### src/rtl/msk_feed_pkg.sv
// Shared types and widths for the masked GF(16) multiplier feeder.
// Default share/randomness geometry: D=2, REF_LAT=1, REF_NRND=1, DOM_NRND=1.
package msk_feed_pkg;

  localparam int D_DEF        = 2;
  localparam int REF_LAT_DEF  = 1;
  localparam int REF_NRND_DEF = 1;
  localparam int DOM_NRND_DEF = 1;

  localparam int W_SH     = 4 * D_DEF;
  localparam int W_RREF   = 4 * REF_NRND_DEF;
  localparam int W_RMUL   = 4 * DOM_NRND_DEF;
  localparam int W_STARVE = 8;

  typedef enum logic {
    EMPTY = 1'b0,
    FULL  = 1'b1
  } hr_state_t;

  // Saturating increment for the 8-bit starvation counter.
  function automatic logic [W_STARVE-1:0] sat_inc8(input logic [W_STARVE-1:0] v);
    return (v == '1) ? v : v + 8'd1;
  endfunction

endpackage

### src/rtl/msk_delay_line.sv
// Fixed-latency register chain with synchronous reset; DEPTH cycles from i_d to o_q.
module msk_delay_line #(
  parameter int W     = 1,
  parameter int DEPTH = 1
) (
  input  logic         clk,
  input  logic         rst,
  input  logic [W-1:0] i_d,
  output logic [W-1:0] o_q
);

  logic [W-1:0] r_stage [DEPTH];

  // NOTE: every stage is reset: this is a latency pipe for shares and valid
  // bits, not a storage array, and a stale stage must never outlive a reset.
  always_ff @(posedge clk) begin
    if (rst) begin
      for (int i = 0; i < DEPTH; i++) r_stage[i] <= '0;
    end else begin
      r_stage[0] <= i_d;
      for (int i = 1; i < DEPTH; i++) r_stage[i] <= r_stage[i-1];
    end
  end

  assign o_q = r_stage[DEPTH-1];

endmodule

### src/rtl/msk_g16mul_feeder.sv
// Issue stage for the pipelined masked HPC1 GF(16) multiplier: aligns operands and randomness
// to the multiplier's refresh latency. Define MSKFEED_ZERO_IDLE_EN to zero idle share outputs.
module msk_g16mul_feeder
  import msk_feed_pkg::*;
#(
  parameter int D        = D_DEF,
  parameter int REF_LAT  = REF_LAT_DEF,
  parameter int REF_NRND = REF_NRND_DEF,
  parameter int DOM_NRND = DOM_NRND_DEF
) (
  input  logic                               clk,
  input  logic                               rst,
  input  logic                               in_valid,
  output logic                               in_ready,
  input  logic [4*D-1:0]                     in_a,
  input  logic [4*D-1:0]                     in_b,
  input  logic                               rnd_valid,
  output logic                               rnd_ready,
  input  logic [4*REF_NRND+4*DOM_NRND-1:0]   rnd_in,
  output logic [4*D-1:0]                     mul_ina,
  output logic [4*D-1:0]                     mul_inb,
  output logic [4*REF_NRND-1:0]              mul_rref,
  output logic [4*DOM_NRND-1:0]              mul_rmul,
  output logic                               prod_valid,
  output logic [W_STARVE-1:0]                starve_cnt
);

  localparam int SH     = 4 * D;
  localparam int RR     = 4 * REF_NRND;
  localparam int RM     = 4 * DOM_NRND;
  localparam int W_LINE = SH + RM;

  hr_state_t           r_state;
  logic [SH-1:0]       r_hr_a;
  logic [SH-1:0]       r_hr_b;
  logic [W_STARVE-1:0] r_starve;

  logic                w_accept;
  logic                w_issue;
  logic [RR-1:0]       w_rnd_ref;
  logic [RM-1:0]       w_rnd_mul;
  logic [SH-1:0]       w_idle_a;
  logic [SH-1:0]       w_idle_b;
  logic [RR-1:0]       w_idle_rref;
  logic [RM-1:0]       w_idle_rmul;
  logic [W_LINE-1:0]   w_line_in;
  logic [W_LINE-1:0]   w_line_out;

  assign w_rnd_ref = rnd_in[RR-1:0];
  assign w_rnd_mul = rnd_in[RR +: RM];

  // Ready depends only on the holding state, never on this cycle's issue.
  assign in_ready  = !rst && (r_state == EMPTY);
  assign w_accept  = in_valid && in_ready;
  assign w_issue   = !rst && (r_state == FULL) && rnd_valid;
  assign rnd_ready = w_issue;

  // NOTE: sequential state uses non-blocking assignments so every register
  // samples pre-edge values regardless of block ordering.
  always_ff @(posedge clk) begin
    if (rst) begin
      r_state <= EMPTY;
      r_hr_a  <= '0;
      r_hr_b  <= '0;
    end else begin
      case (r_state)
        EMPTY: if (w_accept) begin
          r_state <= FULL;
          r_hr_a  <= in_a;
          r_hr_b  <= in_b;
        end
        FULL: if (w_issue) r_state <= EMPTY;
        default: r_state <= EMPTY;
      endcase
    end
  end

  always_ff @(posedge clk) begin
    if (rst) begin
      r_starve <= '0;
    end else if ((r_state == FULL) && !rnd_valid) begin
      r_starve <= sat_inc8(r_starve);
    end
  end

  assign starve_cnt = r_starve;

`ifndef MSKFEED_ZERO_IDLE_EN
  logic [SH-1:0] r_last_a;
  logic [SH-1:0] r_last_b;
  logic [RR-1:0] r_last_rref;
  logic [RM-1:0] r_last_rmul;

  // Last issued values, replayed on idle cycles so the outputs hold.
  always_ff @(posedge clk) begin
    if (rst) begin
      r_last_a    <= '0;
      r_last_b    <= '0;
      r_last_rref <= '0;
      r_last_rmul <= '0;
    end else if (w_issue) begin
      r_last_a    <= r_hr_a;
      r_last_b    <= r_hr_b;
      r_last_rref <= w_rnd_ref;
      r_last_rmul <= w_rnd_mul;
    end
  end
`endif

  // NOTE: every output of this block gets a default first, so no path through
  // it can leave a value unassigned and infer a latch.
  always_comb begin
    w_idle_a    = '0;
    w_idle_b    = '0;
    w_idle_rref = '0;
    w_idle_rmul = '0;
`ifndef MSKFEED_ZERO_IDLE_EN
    w_idle_a    = r_last_a;
    w_idle_b    = r_last_b;
    w_idle_rref = r_last_rref;
    w_idle_rmul = r_last_rmul;
`endif
  end

  assign mul_inb  = w_issue ? r_hr_b    : w_idle_b;
  assign mul_rref = w_issue ? w_rnd_ref : w_idle_rref;

  // In zero-idle builds the idle input is 0, so each tail slot shows for one cycle only.
  assign w_line_in = w_issue ? {r_hr_a, w_rnd_mul} : {w_idle_a, w_idle_rmul};

  msk_delay_line #(
    .W     (W_LINE),
    .DEPTH (1 + REF_LAT)
  ) u_a_line (
    .clk (clk),
    .rst (rst),
    .i_d (w_line_in),
    .o_q (w_line_out)
  );

  assign mul_ina  = w_line_out[W_LINE-1 -: SH];
  assign mul_rmul = w_line_out[RM-1:0];

  msk_delay_line #(
    .W     (1),
    .DEPTH (2 + REF_LAT)
  ) u_valid_pipe (
    .clk (clk),
    .rst (rst),
    .i_d (w_issue),
    .o_q (prod_valid)
  );

endmodule

### config.mk
export PLATFORM = sky130hd
export DESIGN_NAME = msk_g16mul_feeder
export DESIGN_NICKNAME = d
export VERILOG_FILES = /design/src/rtl/msk_feed_pkg.sv /design/src/rtl/msk_delay_line.sv /design/src/rtl/msk_g16mul_feeder.sv
export SDC_FILE = /design/constraint.sdc
export NUM_CORES = 1
export LEC_CHECK = 0
export BUFFER_PORTS_ARGS = -buffer_cell sky130_fd_sc_hd__buf_2
export CORE_MARGIN = 2
export CORE_UTILIZATION = 45
export DETAILED_ROUTE_END_ITERATION = 10
export GPL_ROUTABILITY_DRIVEN = 0
export PLACE_DENSITY_LB_ADDON = 0.25
export SLEW_MARGIN = 40
export SYNTH_ARGS = -nofsm -noshare
export SYNTH_HDL_FRONTEND = slang
export SYNTH_HIERARCHICAL = 1
export SYNTH_SLANG_ARGS = --single-unit
### constraint.sdc
create_clock -name clk -period 2.4 [get_ports clk]
set_clock_uncertainty 0.1 [all_clocks]
set_input_delay 0.24 -clock clk [delete_from_list [all_inputs] [get_ports clk]]
set_output_delay 0.24 -clock clk [all_outputs]
set_load 0.005 [all_outputs]
; Word-level counts from Yosys, hierarchy flattened
; Memories as Yosys holds them, arrays and structs flattened.
; Index checks and enable logic that the tools add are counted.
; Widths: inputs -> output; s select.
[classes]
bitwise_logic = 7
n_mux = 14
add_sub_neg = 1
n_reduce_logical = 9
eq_ne = 1
[op_table]
columns = cell, n
row1 = $mux 12, 3
row2 = $add 8x1->8 const B, 1
row3 = $eq 8x8->1 const B, 1
row4 = $mux 1, 8
row5 = $mux 8, 1
row6 = $logic_and 1x1->1, 5
row7 = $or 1x1->1, 5
row8 = $mux 4, 1
row9 = $reduce_and 2->1, 2
row10 = $logic_not 1->1, 2
row11 = $not 1->1, 2
row12 = $pmux 1 s2, 1
[totals]
n_memories = 2
elab_cells = 42
ram_bits = 27
inputBits = 28
register_bits = 49
output_inout_bits = 35
[mem_list]
columns = memory, depth, width, read_ports, rd_ports_with_merged_regs, wr, line
row1 = u_a_line.r_stage, 2, 12, 2, 0, 2, msk_delay_line.sv:12  ; logic [W-1:0] r_stage [DEPTH];
row2 = u_valid_pipe.r_stage, 3, 1, 3, 0, 3, msk_delay_line.sv:12

; Longest topological paths before layout
; Gate-level depths: netlist of the first run.
[logic_depth]
word_depth = 5
ltp_mapped = 5
ltp_nobuf = 5

; Modules after synthesis
; Netlist of the first run, hierarchy kept.
[by_module_without_submodules]
columns = module, instances, seq_area_each_um2, cells_each, area_per_inst_um2
row1 = msk_g16mul_feeder, 1, 980.9, 198, 2058.2
row2 = msk_delay_line at u_a_line, 1, 480.5, 62, 783.3
row3 = msk_delay_line at u_valid_pipe, 1, 60.1, 6, 78.8

; Worst setup path after synthesis of the first run
; OpenSTA, ideal clock, no wires.
[synth_path]
kind = register -> register
start = register r_starve[0], in the netlist starve_cnt[0]
end = register r_starve[1], in the netlist starve_cnt[1]
setup_time_ps = 128
n_path_buf = 0
setup_slack_ps = 888
period_less_slack_ps = 1512
required_ps = 2172
path_stages_with_launch = 6
arrival_ps = 1284
path_cell_list = dfxtp_1 -> ha_1 -> nand3_1 -> o21ai_0 -> mux2i_1 -> nor2_1
[synth_between]
elab_chain_len = 3
elab_cells_between_ends = 4
classes_between = add/sub: 1 / eq/ne: 1 / bitwise: 1 / reduce/logical: 1
[synth_rtl]
columns = element, line
row1 = from (decl), msk_g16mul_feeder.sv:36  ; logic [W_STARVE-1:0] r_starve;
row2 = from (signal assigned), msk_g16mul_feeder.sv:82  ; r_starve <= sat_inc8(r_starve);
row3 = branches (longest 3 deep; another with $add 8x1->8), --
; Several ways; the timed one is not identified.
; A chain may end at the register's enable or synchronous reset.

; Worst setup path in the final report of the first run
[layout_path]
start = register r_state
end = output port mul_inb[5]
[layout_between]
elab_chain_len = 3
[layout_rtl]
columns = element, line
row1 = from (decl), msk_g16mul_feeder.sv:33  ; hr_state_t r_state;
row2 = from (signal assigned), msk_g16mul_feeder.sv:62  ; r_state <= EMPTY;
row3 = from (signal assigned), msk_g16mul_feeder.sv:68  ; r_state <= FULL;
row4 = from (signal assigned), msk_g16mul_feeder.sv:72  ; FULL: if (w_issue) r_state <= EMPTY;
row5 = $logic_and 1x1->1 (2 in a row), msk_g16mul_feeder.sv:55  ; assign w_issue = !rst && (r_state == FULL) && rnd_valid;
row6 = $mux 8, --
row7 = to (decl), msk_g16mul_feeder.sv:21  ; output logic [4*D-1:0] mul_inb,
; No other way between the ends.

==> metrics.txt, run 1 <==
Avg Inst Size Synth 11.0 sq um; Core Util, Final 0.556; Synth Flop Type dfxtp_1; Worst setup SP type register; syn_nets roughly 300; Critical Path Max Stage Delay approximately 0.45 ns; ratio of final minimum period to clock period 0.895; GRT Total Usage 0.137; CTS Sinks 76; Synth Instances 266; WL final around 4700 um; CP max-delay cell dfxtp_1; I/O Buffers between 60 and 70; Area Overhead vs Synth 20.3%; fmax around 470 MHz; n_diodes 0; area leader, netlist dfxtp_1; fillcell total between 500 and 600; pin count of the biggest net entering global routing between 70 and 80; Yosys top cell area share 0.521; post-synthesis cell type count 30; width of the die about 85 um; clk_lat worst skew roughly 0.34 ns; CP Data Arrival Time about 1.8 ns; initial cell density of the core 0.463; Pre-antenna DRT Iters 7; crit-path cells nand3b_4 -> mux2_4 -> buf_2; top post-synthesis cells by area dfxtp_1 52%, mux2_4 8.7%, nor2b_1 6.9%; Max transition margin 0.606; CTS H-tree depth 3; initial antenna violation count 0; Routed Antenna Nets 0; min Tclk post-route around 2.1 ns; top cells by count, synth 76 x dfxtp_1, 32 x nor2b_1, 19 x nand2b_1; max capacitance violation total 0; pwr dens just over 700 nW/um^2; Mapped Area between 2000 and 3000 sq um; post-CTS setup buffers 0; worst-margin pin slew 0.591 ns; Required @ worst endpoint 2.06 ns; DRT iter0 DRCs 63; endpoint class of the critical path output port; setup_tns 0 ns; worst-path fanout max 25; root buf cell clkbuf_8; floorplan row count 29; asr flop ratio synth 0; Hold/Removal Path Class primary input to register; Final setup violation count 0; leakage between 1.5 and 2 nW; CTS tree done; Non-Filler Instances 410; drc violations 0; Die Footprint just over 7000 sq um; status finished clean; core area about 6300 sq um; Crit Path Class register to output port; wire per inst ~11 um; Hold Buf Count CTS 14; Max Root-Sink Buffers 2; Die H 84.6 um; Overall Power approximately 2.5 mW; layout cell share with drive strength beyond 1 0.360; Slew Limit Fails 0; RSZ-0062 raised after global routing false; synth warn 6; io pins 63; maximum VDD drop roughly 0.00041 V; clock-pin slew on the worst setup and hold paths approximately 0.070 ns; post-synthesis sequential area ratio 0.521; placed instance count around 380; HPWL Detailed 2820 um; Inserted Clock Buffers 9; Via Count between 1500 and 2000; DR vias/cell about 4.6; most common cell in the netlist dfxtp_1; vias in the first global route ~1700; Final Hold Viols 0; first-pass GRT wire length approximately 7700 um; Total Nets Final 358; Synth Register Bits 76; Post-synth EDFFs 0; cts repair resizes 0; grt ovf 0
-- cell type report --
| class | count | area [sq um] | area share |
|---|---|---|---|
| Tap cell | 77 | 96.3 | 0.0274 |
| Multi-Input combinational cell | 163 | 1220 | 0.348 |
| Timing Repair Buffer | 77 | 462 | 0.131 |
| Sequential cell | 76 | 1520 | 0.433 |
| Clock inverter | 5 | 77.6 | 0.0221 |
| Clock buffer | 10 | 128 | 0.0363 |
| Inverter | 2 | 7.51 | 0.00214 |
-- through the flow --
step	hold slack, ns	setup slack [ns]	area (sq um)
6_report	0.0163	0.252	3510
5_1_grt	0.0338	0.172	3510
4_1_cts	0.00855	0.225	3510
3_5_place_dp	0.320	0.592	3160
3_3_place_gp	0.316	0.589	3160
2_1_floorplan	0.212	0.888	2920
-- critical path, delay by kind of cell (launching register included) --
kind / cells / cell delay [ns]
DFF: 1 / 0.45
muxes: 1 / 0.45
and+or+nand+nor: 1 / 0.42
buffers and inverters: 1 / 0.13
-- per-layer routing --
metal	GRT usage	up-vias	wire, um	part of all wire
li1	-	975	-	-
met1	0.178	859	2330	0.49
met2	0.204	48	2000	0.42
met3	0.0374	10	267	0.057
met4	0.0823	0	112	0.024
met5	0	-	0	0
-- cell families after synthesis --
kind of cell	share of synthesized area
fa+ha+maj	0.00428
buf+inv	0.0634
xor+xnor	0.00600
simple gates	0.234
compound gates	0.0433
flops	0.521
mux	0.129
-- flip-flops by register name, summed over array words and instances, names as in the netlist, 4 cells and up --
register,flops
u_a_line/r_stage,24
r_last_rref,4
r_last_rmul,4
r_hr_b,8
starve_cnt,8
r_last_a,8
r_hr_a,8
r_last_b,8
-- worst paths after layout --
path	cells after the start	slack (ns)	endpoint	start
worst min-delay path	3	0.02	r_hr_b[3]$_SDFFE_PP0P_	in_b[3]
worst min register to register	1	0.33	u_a_line/r_stage[0][21]$_SDFF_PP0_	u_a_line/r_stage[0][9]$_SDFF_PP0_
worst max-delay path	3	0.25	mul_inb[5]	r_state$_SDFF_PP0_
worst max register to register	3	0.70	u_a_line/r_stage[0][4]$_SDFF_PP0_	r_state$_SDFF_PP0_
-- where the power goes --
group	switching [mW]	total, mW	internal (mW)
combinational	0.0688	0.150	0.0811
sequential	0.0166	1.31	1.29
clock	0.442	1.02	0.577
-- cell usage in the layout (no fill, tap or decap), types with 5 or more instances in the layout --
cell           count
nor2b_2           14
clkbuf_8           9
dfxtp_1           76
nor2b_1           32
nand2_1           18
mux2_2             8
and2b_1            5
buf_2             62
mux2_4            17
o21ai_0           17
nor2_1             8
dlygate4sd3_1     14
nand2b_1          19
(Power assumes the default switching activity.)
==> inputs of run 2 (changes only) <==
--- a/config.mk
+++ b/config.mk
@@ -5,6 +5,7 @@
 export SDC_FILE = /design/constraint.sdc
 export NUM_CORES = 1
 export LEC_CHECK = 0
+export ABC_AREA = 1
 export BUFFER_PORTS_ARGS = -buffer_cell sky130_fd_sc_hd__buf_2
 export CORE_MARGIN = 2
 export CORE_UTILIZATION = 45
==> metrics.txt, run 2 <==
status finished clean; commonest non-fill, non-tap cell in the layout inv_1; Final WS setup 0.250 ns (-0.00212 ns); Area Overhead vs Synth 18.3%; initial antenna violation count 0 (unchanged); core area 6870 sq um (+8.8%); pwr dens 689 nW/um^2 (-2.4%); leakage 1.79 nW (+11%); width of the die 88.7 um (+4.9%); fillcell total 683 (+17%); min Tclk post-route 2.15 ns (+0.00212 ns); asr flop ratio synth 0 (unchanged); Die Footprint 7860 sq um (+10%); RSZ-0062 raised after global routing false; DRT iter0 DRCs 93 (+48%); Overall Power 2.63 mW (+6.0%); dpl ws 0.606 ns (+0.0135 ns); Hold/Removal Path Class primary input to register; syn_nets 434 (+47%); first-pass GRT wire length 9680 um (+25%); r2r worst-path depth 6 (+3); Yosys top cell area share 0.472 (-0.0493); worst-margin pin slew 0.461 ns (-0.131 ns); HPWL Detailed 3800 um (+35%); FF-to-FF Start r_state$_SDFF_PP0_; Synth Register Bits 76 (unchanged); worst-path fanout max 26 (+4.0%); post-synthesis sequential area ratio 0.472 (-0.0493); pin count of the biggest net entering global routing 37 (-53%); top post-synthesis cells by area dfxtp_1 47%, inv_1 13%, a211oi_2 7.4%; CP startpoint r_state$_SDFF_PP0_; Via Count 2483 (+31%); max capacitance violation total 0 (unchanged); CTS Sinks 76 (unchanged); Worst setup SP type register; wire per inst 10.2 um (-11%); Routed Antenna Nets 0 (unchanged); root buf cell clkbuf_8; Hold EP r_hr_a[7]$_SDFFE_PP0P_; DR vias/cell 4.38 (-5.1%); max reg flops 24 (unchanged); top cells by count, synth 110 x inv_1, 76 x dfxtp_1, 55 x nand2_1; n_diodes 0 (unchanged); grt ovf 0 (unchanged); CTS tree done; I/O Buffers 62 (unchanged); Crit Path Class register to output port; setup_tns 0 ns (unchanged); drc violations 0 (unchanged); Die H 88.7 um (+4.9%); GRT Total Usage 0.156 (+0.0192); maximum VDD drop 0.000307 V (-25%); setup slack on the worst flop-to-flop path 0.75 ns (+0.05 ns); Post-synth EDFFs 0 (unchanged); Slew Limit Fails 0 (unchanged); Final Hold Viols 0 (unchanged); CTS H-tree depth 3 (unchanged); ratio of final minimum period to clock period 0.896 (about the same); Inserted Clock Buffers 9 (unchanged); Final setup violation count 0 (unchanged); CP Data Arrival Time 1.81 ns (about the same); HP Start in_a[7]; WL final 5800 um (+23%); worst hold stages 3 (unchanged); layout cell share with drive strength beyond 1 0.236 (-0.125); Reg-to-Reg End u_a_line/r_stage[0][6]$_SDFF_PP0_; area leader, netlist dfxtp_1; Synth Instances 405 (+52%); Pre-antenna DRT Iters 4 (-3); vias in the first global route 2220 (+28%); Avg Inst Size Synth 7.96 sq um (-27%); Mapped Area 3230 sq um (+10%); Total Nets Final 495 (+38%); initial cell density of the core 0.470 (+0.00704); synth warn 6 (unchanged); Max Root-Sink Buffers 2 (unchanged); Hold WS 0.0156 ns (-0.000702 ns); fmax 465 MHz (about the same); commonest cells after routing, fill and taps aside 110 x inv_1, 76 x dfxtp_1, 62 x buf_2; post-CTS setup buffers 0 (unchanged); Required @ worst endpoint 2.06 ns (about the same); floorplan row count 30 (+3.4%); Synth Flop Type dfxtp_1; clk_lat worst skew 0.33 ns (about the same); most common cell in the netlist inv_1; Max transition margin 0.693 (+0.0871); endpoint class of the critical path output port; Largest Register u_a_line/r_stage; clock-pin slew on the worst setup and hold paths 0.08 ns (about the same); io pins 63 (unchanged); post-synthesis cell type count 27 (-10%)
-- run 2: kinds of logic (layout without fill, tap and decap cells) --
| group | after synthesis | in the layout | share of synthesized area |
|---|---|---|---|
| buffers and inverters | 142 | 208 | 0.200 |
| and+or+nand+nor | 115 | 115 | 0.152 |
| adders and majority gates | 1 | 1 | 0.00388 |
| DFF | 76 | 76 | 0.472 |
| AOI/OAI and AO/OA | 71 | 71 | 0.172 |
-- run 2: layer usage --
layer  vias up  part of all wire  track usage
met5         -                 0            0
met4         0             0.011       0.0661
met3         9             0.035       0.0317
met2        49              0.45        0.253
met1      1089              0.50        0.203
li1       1336                 -            -
-- run 2: final cells by class --
cell class,instances,area (sq um),area share
Sequential cell,76,1520,0.399
Inverter,113,427,0.112
Multi-Input combinational cell,187,1060,0.277
Clock inverter,7,98.8,0.0259
Timing Repair Buffer,79,465,0.122
Tap cell,96,120,0.0315
Clock buffer,9,124,0.0325
-- run 2: critical path: stages (launching register included) --
cell     delay (ns)
dfxtp_1        0.49
nand3_4        0.31
inv_2          0.16
buf_4          0.26
a21oi_1        0.11
buf_2          0.13
-- run 2: report_power, final --
part	internal, mW	leakage, nW	switching [mW]
Sequential	1.31	0.618	0.0158
Clock	0.593	0.110	0.479
Combinational	0.0926	1.06	0.139
-- run 2: worst max path at each step --
stage                             to
after floorplan           mul_inb[0]
after global placement    mul_inb[7]
after detailed placement  mul_inb[5]
after CTS                 mul_inb[7]
after global routing      mul_inb[7]
final                     mul_inb[0]
-- run 2: metrics by stage --
step	instance area, sq um	utilization	cells
floorplan	3230	-	405
global route	3810	0.555	567
detailed placement	3480	0.507	540
finish	3810	0.555	567
CTS	3810	0.555	567
global placement	3480	0.507	540
-- run 2: what timing repair did --
| action | in CTS | in global routing |
|---|---|---|
| resized for setup | 0 | 0 |
| hold endpoints to repair | 11 | 0 |
| hold buffers | 11 | 0 |
